[src/rtl/ctrl_pipe.sv]
// ctrl_pipe: pipelined control decoder. Decodes the opcode in ID and carries the
// control bundle through EX/MEM/WB, with RAW hazard stalls, branch squash and
// HALT retirement tracking.
// Optional feature macro: CTRL_PIPE_FWD_EN (adds forwarding select outputs and
// restricts stalls to load-use).
//
// Halt tracker states:
//   state  | meaning
//   RUN    | normal operation, no HALT has retired
//   HALTED | a HALT has left WB; ID stays blocked until reset
module ctrl_pipe #(
    parameter int OP_W    = 5,
    parameter int ALUOP_W = 5,
    parameter int RA_W    = 3,
    parameter int CTRL_W  = 17
) (
    input  logic              clk,
    input  logic              rst_n,
    input  logic [15:0]       instr_i,
    input  logic              instr_vld_i,
    input  logic              mem_busy_i,
    input  logic              br_taken_i,
    output logic              stall_o,
    output logic              flush_o,
    output logic [CTRL_W-1:0] ex_ctrl_o,
    output logic [RA_W-1:0]   ex_dst_o,
    output logic [CTRL_W-1:0] mem_ctrl_o,
    output logic [RA_W-1:0]   mem_dst_o,
    output logic [CTRL_W-1:0] wb_ctrl_o,
    output logic [RA_W-1:0]   wb_dst_o,
`ifdef CTRL_PIPE_FWD_EN
    output logic [1:0]        fwd_a_o,
    output logic [1:0]        fwd_b_o,
`endif
    output logic              halted_o
);

    // Immediate-select encodings carried in the bundle
    localparam logic [2:0] IMM_5S  = 3'd0;
    localparam logic [2:0] IMM_5Z  = 3'd1;
    localparam logic [2:0] IMM_8S  = 3'd2;
    localparam logic [2:0] IMM_8Z  = 3'd3;
    localparam logic [2:0] IMM_11S = 3'd4;

    localparam logic [ALUOP_W-1:0] ALU_ADDI = 5'b01000;
    localparam logic [RA_W-1:0]    LINK_REG = 3'd7;

    typedef struct packed {
        logic               reg_write;
        logic               mem_read;
        logic               mem_write;
        logic               val2reg;
        logic               alu_sel;
        logic               jump;
        logic               branch;
        logic               pc2reg;
        logic               halt;
        logic [2:0]         imm_sel;
        logic [ALUOP_W-1:0] alu_cntrl;
    } ctrl_t;

    typedef enum logic {
        RUN    = 1'b0,
        HALTED = 1'b1
    } halt_state_t;

    logic [OP_W-1:0] opcode;
    logic [RA_W-1:0] rs;
    logic [RA_W-1:0] rt;
    logic            rs_used;
    logic            rt_used;
    ctrl_t           id_ctrl;
    logic [RA_W-1:0] id_dst;

    ctrl_t           ex_ctrl;
    ctrl_t           mem_ctrl;
    ctrl_t           wb_ctrl;
    logic [RA_W-1:0] ex_dst;
    logic [RA_W-1:0] mem_dst;
    logic [RA_W-1:0] wb_dst;

    halt_state_t     state;
    halt_state_t     state_nxt;

    logic            hazard;
    logic            halt_block;
    logic            ex_bubble;
    logic            stall_c;

    // Fields not consumed by control decode (function bits, immediates)
    logic            unused_instr;

    assign opcode       = instr_i[15 -: OP_W];
    assign rs           = instr_i[10:8];
    assign rt           = instr_i[7:5];
    assign unused_instr = &{1'b0, instr_i};

    // ID decode: opcode class to control bundle, destination and source usage
    always_comb begin
        id_ctrl = '0;
        id_dst  = '0;
        rs_used = 1'b0;
        rt_used = 1'b0;
        if (instr_vld_i) begin
            casez (opcode)
                5'b010??, 5'b101??: begin
                    id_ctrl.reg_write = 1'b1;
                    id_ctrl.alu_sel   = 1'b1;
                    id_ctrl.imm_sel   = opcode[1] ? IMM_5Z : IMM_5S;
                    id_ctrl.alu_cntrl = opcode;
                    id_dst            = instr_i[7:5];
                    rs_used           = 1'b1;
                end
                5'b10000: begin
                    id_ctrl.mem_write = 1'b1;
                    id_ctrl.alu_sel   = 1'b1;
                    id_ctrl.imm_sel   = IMM_5S;
                    id_ctrl.alu_cntrl = ALU_ADDI;
                    rs_used           = 1'b1;
                    rt_used           = 1'b1;
                end
                5'b10001: begin
                    id_ctrl.mem_read  = 1'b1;
                    id_ctrl.reg_write = 1'b1;
                    id_ctrl.val2reg   = 1'b1;
                    id_ctrl.alu_sel   = 1'b1;
                    id_ctrl.imm_sel   = IMM_5S;
                    id_ctrl.alu_cntrl = ALU_ADDI;
                    id_dst            = instr_i[7:5];
                    rs_used           = 1'b1;
                end
                5'b10011: begin
                    id_ctrl.mem_write = 1'b1;
                    id_ctrl.reg_write = 1'b1;
                    id_ctrl.alu_sel   = 1'b1;
                    id_ctrl.imm_sel   = IMM_5S;
                    id_ctrl.alu_cntrl = ALU_ADDI;
                    id_dst            = instr_i[10:8];
                    rs_used           = 1'b1;
                    rt_used           = 1'b1;
                end
                5'b11001, 5'b1101?, 5'b111??: begin
                    id_ctrl.reg_write = 1'b1;
                    id_ctrl.alu_cntrl = opcode;
                    id_dst            = instr_i[4:2];
                    rs_used           = 1'b1;
                    rt_used           = 1'b1;
                end
                5'b11000: begin
                    id_ctrl.reg_write = 1'b1;
                    id_ctrl.alu_sel   = 1'b1;
                    id_ctrl.imm_sel   = IMM_8S;
                    id_ctrl.alu_cntrl = opcode;
                    id_dst            = instr_i[10:8];
                end
                5'b10010: begin
                    // SLBI shifts the old Rs value, so it reads as well as writes
                    id_ctrl.reg_write = 1'b1;
                    id_ctrl.alu_sel   = 1'b1;
                    id_ctrl.imm_sel   = IMM_8Z;
                    id_ctrl.alu_cntrl = opcode;
                    id_dst            = instr_i[10:8];
                    rs_used           = 1'b1;
                end
                5'b011??: begin
                    id_ctrl.branch    = 1'b1;
                    id_ctrl.imm_sel   = IMM_8S;
                    id_ctrl.alu_cntrl = opcode;
                    rs_used           = 1'b1;
                end
                5'b00100, 5'b00110: begin
                    id_ctrl.jump    = 1'b1;
                    id_ctrl.imm_sel = IMM_11S;
                    if (opcode[1]) begin
                        id_ctrl.pc2reg    = 1'b1;
                        id_ctrl.reg_write = 1'b1;
                        id_dst            = LINK_REG;
                    end
                end
                5'b00101, 5'b00111: begin
                    id_ctrl.jump      = 1'b1;
                    id_ctrl.alu_sel   = 1'b1;
                    id_ctrl.imm_sel   = IMM_8S;
                    id_ctrl.alu_cntrl = ALU_ADDI;
                    rs_used           = 1'b1;
                    if (opcode[1]) begin
                        id_ctrl.pc2reg    = 1'b1;
                        id_ctrl.reg_write = 1'b1;
                        id_dst            = LINK_REG;
                    end
                end
                5'b00000: begin
                    id_ctrl.halt = 1'b1;
                end
                default: begin
                    id_ctrl = '0;
                end
            endcase
        end
    end

`ifdef CTRL_PIPE_FWD_EN
    // Load-use only: ALU results are forwarded, load data is not ready in MEM
    always_comb begin
        hazard = ex_ctrl.mem_read && ex_ctrl.reg_write &&
                 ((rs_used && (ex_dst == rs)) || (rt_used && (ex_dst == rt)));
    end
`else
    // Full RAW interlock against every in-flight writer ahead of WB
    always_comb begin
        hazard = (rs_used && ((ex_ctrl.reg_write  && (ex_dst  == rs)) ||
                              (mem_ctrl.reg_write && (mem_dst == rs)))) ||
                 (rt_used && ((ex_ctrl.reg_write  && (ex_dst  == rt)) ||
                              (mem_ctrl.reg_write && (mem_dst == rt))));
    end
`endif

    // A HALT anywhere past ID, or an already retired one, blocks new work
    always_comb begin
        halt_block = ex_ctrl.halt || mem_ctrl.halt || wb_ctrl.halt || (state == HALTED);
        ex_bubble  = br_taken_i || hazard || halt_block;
    end

    // Stall/flush priority: memory freeze, then branch squash, then interlocks
    always_comb begin
        stall_c = 1'b0;
        if (mem_busy_i) begin
            stall_c = 1'b1;
        end else if (br_taken_i) begin
            stall_c = 1'b0;
        end else begin
            stall_c = hazard || halt_block || id_ctrl.halt;
        end
    end

    // Outputs forced low while reset is held so fetch sees a quiet pipe
    assign stall_o = rst_n & stall_c;
    assign flush_o = rst_n & br_taken_i & ~mem_busy_i;

    // Stage registers: freeze on mem_busy_i, otherwise advance with EX bubble insertion
    always_ff @(posedge clk or negedge rst_n) begin
        if (!rst_n) begin
            ex_ctrl  <= '0;
            mem_ctrl <= '0;
            wb_ctrl  <= '0;
            ex_dst   <= '0;
            mem_dst  <= '0;
            wb_dst   <= '0;
        end else if (!mem_busy_i) begin
            wb_ctrl  <= mem_ctrl;
            wb_dst   <= mem_dst;
            mem_ctrl <= ex_ctrl;
            mem_dst  <= ex_dst;
            if (ex_bubble) begin
                ex_ctrl <= '0;
                ex_dst  <= '0;
            end else begin
                ex_ctrl <= id_ctrl;
                ex_dst  <= id_dst;
            end
        end
    end

`ifdef CTRL_PIPE_FWD_EN
    logic [RA_W-1:0] ex_rs;
    logic [RA_W-1:0] ex_rt;
    logic            ex_rs_used;
    logic            ex_rt_used;

    // Source registers travel with the EX bundle to drive the forwarding muxes
    always_ff @(posedge clk or negedge rst_n) begin
        if (!rst_n) begin
            ex_rs      <= '0;
            ex_rt      <= '0;
            ex_rs_used <= 1'b0;
            ex_rt_used <= 1'b0;
        end else if (!mem_busy_i) begin
            if (ex_bubble) begin
                ex_rs      <= '0;
                ex_rt      <= '0;
                ex_rs_used <= 1'b0;
                ex_rt_used <= 1'b0;
            end else begin
                ex_rs      <= rs;
                ex_rt      <= rt;
                ex_rs_used <= rs_used;
                ex_rt_used <= rt_used;
            end
        end
    end

    // Forward select: 01 from MEM (younger result wins), 10 from WB, 00 register file
    always_comb begin
        fwd_a_o = 2'b00;
        fwd_b_o = 2'b00;
        if (ex_rs_used && mem_ctrl.reg_write && (mem_dst == ex_rs)) begin
            fwd_a_o = 2'b01;
        end else if (ex_rs_used && wb_ctrl.reg_write && (wb_dst == ex_rs)) begin
            fwd_a_o = 2'b10;
        end
        if (ex_rt_used && mem_ctrl.reg_write && (mem_dst == ex_rt)) begin
            fwd_b_o = 2'b01;
        end else if (ex_rt_used && wb_ctrl.reg_write && (wb_dst == ex_rt)) begin
            fwd_b_o = 2'b10;
        end
    end
`endif

    // Halt tracker state register
    always_ff @(posedge clk or negedge rst_n) begin
        if (!rst_n) begin
            state <= RUN;
        end else begin
            state <= state_nxt;
        end
    end

    // Halt tracker next state: a HALT sitting in WB retires
    always_comb begin
        state_nxt = state;
        case (state)
            RUN:     if (wb_ctrl.halt) state_nxt = HALTED;
            HALTED:  state_nxt = HALTED;
            default: state_nxt = RUN;
        endcase
    end

    // halted_o rises while HALT is in WB and then holds from the tracker
    assign halted_o   = (state == HALTED) || wb_ctrl.halt;

    assign ex_ctrl_o  = ex_ctrl;
    assign mem_ctrl_o = mem_ctrl;
    assign wb_ctrl_o  = wb_ctrl;
    assign ex_dst_o   = ex_dst;
    assign mem_dst_o  = mem_dst;
    assign wb_dst_o   = wb_dst;

endmodule
[config.mk]
export PLATFORM = sky130hd
export DESIGN_NAME = ctrl_pipe
export DESIGN_NICKNAME = d
export VERILOG_FILES = /design/src/rtl/ctrl_pipe.sv
export SDC_FILE = /design/constraint.sdc
export NUM_CORES = 1
export LEC_CHECK = 0
export ABC_AREA = 1
export CORE_MARGIN = 1.5
export CORE_UTILIZATION = 42
export CTS_CLUSTER_SIZE = 25
export DETAILED_ROUTE_END_ITERATION = 10
export PLACE_DENSITY = 0.87
export SETUP_SLACK_MARGIN = 0.15
export SYNTH_ARGS = -nofsm -noshare
export SYNTH_HDL_FRONTEND = slang
export SYNTH_SLANG_ARGS = --single-unit
[constraint.sdc]
create_clock -name clk -period 1.35 [get_ports clk]
set_input_delay 0.27 -clock clk [delete_from_list [all_inputs] [get_ports clk]]
set_output_delay 0.27 -clock clk [all_outputs]
set_load 0.02 [all_outputs]
[Word-level counts from Yosys, hierarchy flattened]
Index checks and enable logic that the tools add are counted.
Word-level totals
  bits in latches: 0
  output and inout port bits: 63
  bits in writable memories: 0
  bits in read-only memories: 0
  input port bits: 21
  bits in registers: 61
  memories kept: 0
  word-level logic and storage cells: 119
Operators by class
  add/sub/neg operators: 0
  equality and inequality tests: 19
  bitwise logic cells: 5
  magnitude comparators: 0
  multiply operators: 0
  shift-type cells: 0
  div/mod/pow operators: 0
  multiplexer cells: 26
  reduce and logical (&&, ||, !) cells: 32
Operators with widths (count)
  17-bit 2-to-1 mux: 2
  5-bit equality test, second input constant: 6
  3-bit one-hot mux with 4 select lines: 2
  5-bit by 3-bit equality test with 1-bit output, second input constant: 4
  9-bit OR reduction: 2
  1-bit 2-to-1 mux: 16
  3-bit equality test: 4
  12-bit OR reduction: 1
  1-bit logical OR: 11
  5-bit one-hot mux with 2 select lines: 1
  5-bit OR reduction: 2
  3-bit 2-to-1 mux: 3
  3-bit OR reduction: 3
  4-bit OR reduction: 2
  8-bit OR reduction: 1
  3-bit by 2-bit equality test with 1-bit output, second input constant: 2
  3-bit equality test, second input constant: 2
  1-bit logical AND: 6
  2-bit OR reduction: 3
  5-bit zero test: 1
  4-bit equality test, second input constant: 1
  1-bit one-hot mux with 2 select lines: 2
  1-bit AND: 3
  1-bit inverter: 2

[Logic depth before layout (Yosys ltp)]
  depth after elaboration: 11
  mapped depth: 12
  gate-level depth less buffers: 12

[Worst setup path after synthesis]
OpenSTA, ideal clock, no wires.
  path kind: reg-to-output
  start point: register wb_ctrl (netlist bit wb_ctrl_o[8])
  end point: output stall_o
  required time: 1080 ps
  cell stages (with the launch flop): 6
  setup slack: -270 ps
  path buffers: 0
  data arrival time: 1350 ps
  path through: dfrtp_1 -> or2_2 -> nor3_2 -> nand3_2 -> o21ai_0 -> inv_1
On the way
  cells in the longest elaborated chain, start to end: 7
Ends and longest elaborated chain
  start: declaration: line 77  | ctrl_t wb_ctrl;
  start signal: assignment: line 250  | wb_ctrl <= mem_ctrl;
  1-bit logical OR (2 in series): line 220  | halt_block = ex_ctrl.halt || mem_ctrl.halt || wb_ctrl.halt || (state == HALTED);
  1-bit logical OR (2 in series): line 232  | stall_c = hazard || halt_block || id_ctrl.halt;
  1-bit 2-to-1 mux: line 229  | end else if (br_taken_i) begin
  1-bit 2-to-1 mux: line 227  | if (mem_busy_i) begin
  1-bit AND: line 237  | assign stall_o = rst_n & stall_c;
  end: declaration: line 23  | output logic stall_o,
Every way passes these cells.

[Worst setup path after layout]
  start point: input instr_i[10]
  end point: output stall_o
On the way
  cells in the longest elaborated chain, start to end: 10
  elaborated cells between the ends (all ways): 12
  those cells by class: eq/ne: 2; mux: 2; bitwise: 1; reduce/logical: 7
Ends and longest elaborated chain
  start: declaration: line 19  | input logic [15:0] instr_i,
  3-bit equality test (on tied branches): line 211, 212
  1-bit logical AND (on tied branches): line 211, 212
  1-bit logical OR (*): line 211  | hazard = (rs_used && ((ex_ctrl.reg_write && (ex_dst == rs)) ||
  1-bit logical AND (*): line 211
  1-bit logical OR (*): line 212  | (mem_ctrl.reg_write && (mem_dst == rs)))) ||
  1-bit logical OR (*) (2 in series): line 232
  1-bit 2-to-1 mux (*): line 229
  1-bit 2-to-1 mux (*): line 227
  1-bit AND (*): line 237
Mark *: on every way between the ends. The rest lies on a longest branch, timed or not.

==> results.py <==
metrics = {
    "outcome": {
        "status": "complete, but fails checks",
        "violations": "negative setup slack",
    },
    "sta": {
        "fmax_ghz": 0.495,
        "tightest_slew_ns": 0.383,
        "slew_headroom_pct": 74.5,
        "setup_viol": 24,
        "hold_viol_final": 0,
        "period_needed_ns": 2.02,
        "setup_ws_ns": -0.670,
        "skew_ns": 0.00977,
        "finalMaxSlewViolations": 0,
        "rsz0062_at_grt": "yes",
        "fin_crit_sh_pct": 150,
    },
    "global_routing": {
        "overflow": 0,
        "grt_max_degree": 39,
        "grt_usage_pct": 23.8,
        "grt_pass1_wl_um": 13400,
        "antenna_found_initial": 0,
        "grt_pass1_vias": 2848,
    },
    "floorplanning": {
        "die_y_um": 84.3,
        "core-area_um2": 6350,
        "io_pins": 84,
        "die-width_um": 84.3,
        "start_util_pct": 43.7,
        "die_area_um2": 7100,
        "rows": 29,
    },
    "finish": {
        "syn_to_final_growth_pct": 54.1,
        "drive_gt1_share_pct": 38.7,
        "n_antenna_cell": 0,
        "layout_commonest_cell": "nand2_1",
        "fin_nets": 523,
        "mostFrequentLayoutCells": "nand2_1 (130), buf_4 (60), dfrtp_1 (54)",
        "utilization_pct": 67.4,
        "finalNonFillerCells": 584,
    },
    "worst_setup_path": {
        "cpMostUsedCell": "nand3_2",
        "cp.arrival_ns": 1.75,
        "cpPeakStageDelay_ns": 0.53,
        "r2r_start": "ex_dst_o[2]",
        "r2r_cells": 11,
        "cp_top_family": "buffers and inverters",
        "cp_max_fo": 3,
        "crit_chain": "clkdlybuf4s50_1, xnor2_1, nand3_1, nand2_1, nand3_2, nand3_2, o21ai_2, inv_2, buf_6",
        "r2r_end": "ex_ctrl_o[4]",
        "worst_ep_required_time_ns": 1.08,
        "crit_path_top_delay_cell": "clkdlybuf4s50_1",
        "worst_setup_path_end_kind": "primary output",
        "start_kind": "input port",
        "r2r_setup_slack_ns": -0.44,
        "crit_buf_inv": 3,
        "criticalPathCategory": "input port to primary output",
    },
    "yosys": {
        "synth_xor_area_share_pct": 2.52,
        "synth_area_leaders": "dfrtp_1 (52%), nand2_1 (18%), nand3_1 (5.6%)",
        "muxShareOfSynthArea_pct": 0,
        "synthCells": 351,
        "synth.avg_cell_area_um2": 7.91,
        "synth_top_area_share_pct": 52.3,
        "synth.net_count": 372,
        "synth_compound_area_share_pct": 7.48,
        "yosysTopAreaCell": "dfrtp_1",
        "synthesis.area_um2": 2780,
        "yosys_warnings": 0,
        "synth_fa_ha_area_share_pct": 0,
        "ys_ff_latch": 58,
        "synth_cell_type_count": 25,
        "synthSimpleGateAreaFrac_pct": 30.3,
        "synth_top_family_by_area": "simple AND/OR/NAND/NOR gates",
        "seq_area_frac_synth_pct": 52.3,
    },
    "pwr": {
        "p_leak_nw": 2.35,
        "intPower_mw": 2.87,
        "pwr-share-comb_pct": 15.1,
        "powerDensity_nw_per_um2": 925,
        "sequentialPowerShare_pct": 45.2,
        "switching_share_pct": 27.5,
        "power_switching_mw": 1.09,
        "ir_worst_vdd_uv": 858,
        "pwr-share-clk_pct": 39.7,
    },
    "drt": {
        "ant_nets": 0,
        "wl_per_cell_um": 14.3,
        "firstDrtPassIters": 6,
        "drtIter0Drc": 170,
        "wirelength_um": 8320,
        "drc": 0,
        "vias_per_cell": 5.09,
        "num_vias": 2972,
    },
    "clock_network": {
        "clk_pin_slew_worst_paths_ns": 0.07,
        "clockRootBuffer": "clkbuf_8",
        "insertion_delay_ns": 0.34,
        "cts_tree": "built",
        "clock-sinks": 58,
        "cts_max_level": 3,
        "clockBufferDepth": 2,
        "cts_buffers": 9,
    },
    "placement": {
        "dpl.cell_count": 549,
        "gp_congestion": 0.948,
        "pre_cts_slack_ns": -1.28,
        "portBuffers": 81,
        "hpwl_um": 5910,
    },
    "run": {
        "cap_viol_max_count": 0,
    },
    "hold_path": {
        "hp-class": "input port to asynchronous set/reset pin",
    },
}
-- cells in the mapped netlist --
| master | n |
|---|---|
| a21boi_0 | 1 |
| a21oi_1 | 8 |
| a22oi_1 | 1 |
| buf_4 | 4 |
| buf_6 | 1 |
| clkbuf_1 | 10 |
| clkinv_1 | 1 |
| dfrtp_1 | 58 |
| inv_1 | 28 |
| inv_2 | 5 |
| nand2_1 | 132 |
| nand2_2 | 4 |
| nand3_1 | 31 |
| nand3_2 | 2 |
| nand4_1 | 6 |
| nor2_1 | 13 |
| nor2_2 | 4 |
| nor2_4 | 1 |
| nor3_1 | 1 |
| nor3_2 | 1 |
| o21a_1 | 1 |
| o21ai_0 | 23 |
| o21ai_1 | 6 |
| or2_2 | 1 |
| xnor2_1 | 8 |
-- kinds of logic after synthesis --
group,after synthesis
AND/OR/NAND/NOR,196
flip-flops,58
buffers and inverters,49
AO/OA/AOI/OAI,40
XOR/XNOR,8
-- per-stage QoR --
step	cell area (um^2)	hold WS (ns)	TNS, ns	power (mW)
floorplan	2830	-0.0256	-1.37	2.08
finish	4280	0.0842	-8.89	3.96
global route	4280	0.113	-10.04	4.10
CTS	4150	0.0744	-7.15	3.97
detailed placement	4070	0.366	-17.86	2.40
global placement	4070	0.351	-15.71	2.38
-- worst reg2reg max path, cell delays in order (launching register included) --
cell	delay, ns
dfrtp_1	0.45
xnor2_1	0.31
nand3_1	0.11
nand2_1	0.10
nand3_2	0.08
nand3_2	0.10
buf_4	0.10
buf_4	0.10
nor2_4	0.04
buf_12	0.14
nand3_1	0.09
nand2_1	0.05
-- cell type report --
class	count	area [um^2]
timing repair buffer	155	1210
tap	77	96.3
sequential	58	1460
fill	506	2070
clock inverter	7	68.8
multi-input combinational	244	1190
clock buffer	9	124
inverter	34	128
-- how the worst max path moves through the flow --
stage,slack [ns],start,end,depth (start not counted)
final,-0.67,instr_i[10],stall_o,9
after global routing,-0.70,ex_dst_o[2],stall_o,8
after CTS,-0.59,mem_dst_o[1],stall_o,11
after detailed placement,-1.28,instr_i[13],stall_o,11
after global placement,-1.20,instr_i[13],stall_o,11
after floorplan,-0.14,wb_ctrl_o[8],stall_o,5
-- power by group through the flow --
stage	Combinational (mW)	Sequential, mW	Clock [mW]
global route	0.644	1.79	1.67
global placement	0.564	1.82	0
floorplan	0.226	1.85	0
CTS	0.579	1.79	1.60
finish	0.598	1.79	1.57
detailed placement	0.580	1.82	0
-- timing repair --
| action | CTS | global route |
|---|---|---|
| pin swaps | 5 | 1 |
| resized for setup | 304 | 26 |
| endpoints found under the hold margin | 6 | 0 |
| hold buffers | 1 | 0 |
| setup buffers | 9 | 9 |
| endpoints found under the setup margin | 82 | 43 |
-- metal layers --
metal	GRT usage, %	part of all wire (%)	wire [um]
met1	29.7	41	3440
met2	39.5	50	4130
met3	4.82	6.0	501
met4	11.8	3.0	248
met5	0	0	0
-- state kept, by name (all words and copies together), names as in the netlist --
| signal | count |
|---|---|
| state | 1 |
| wb_ctrl_o | 16 |
| mem_ctrl_o | 16 |
| wb_dst_o | 3 |
| mem_dst_o | 3 |
| ex_dst_o | 3 |
| ex_ctrl_o | 16 |
(Power assumes the default switching activity.)
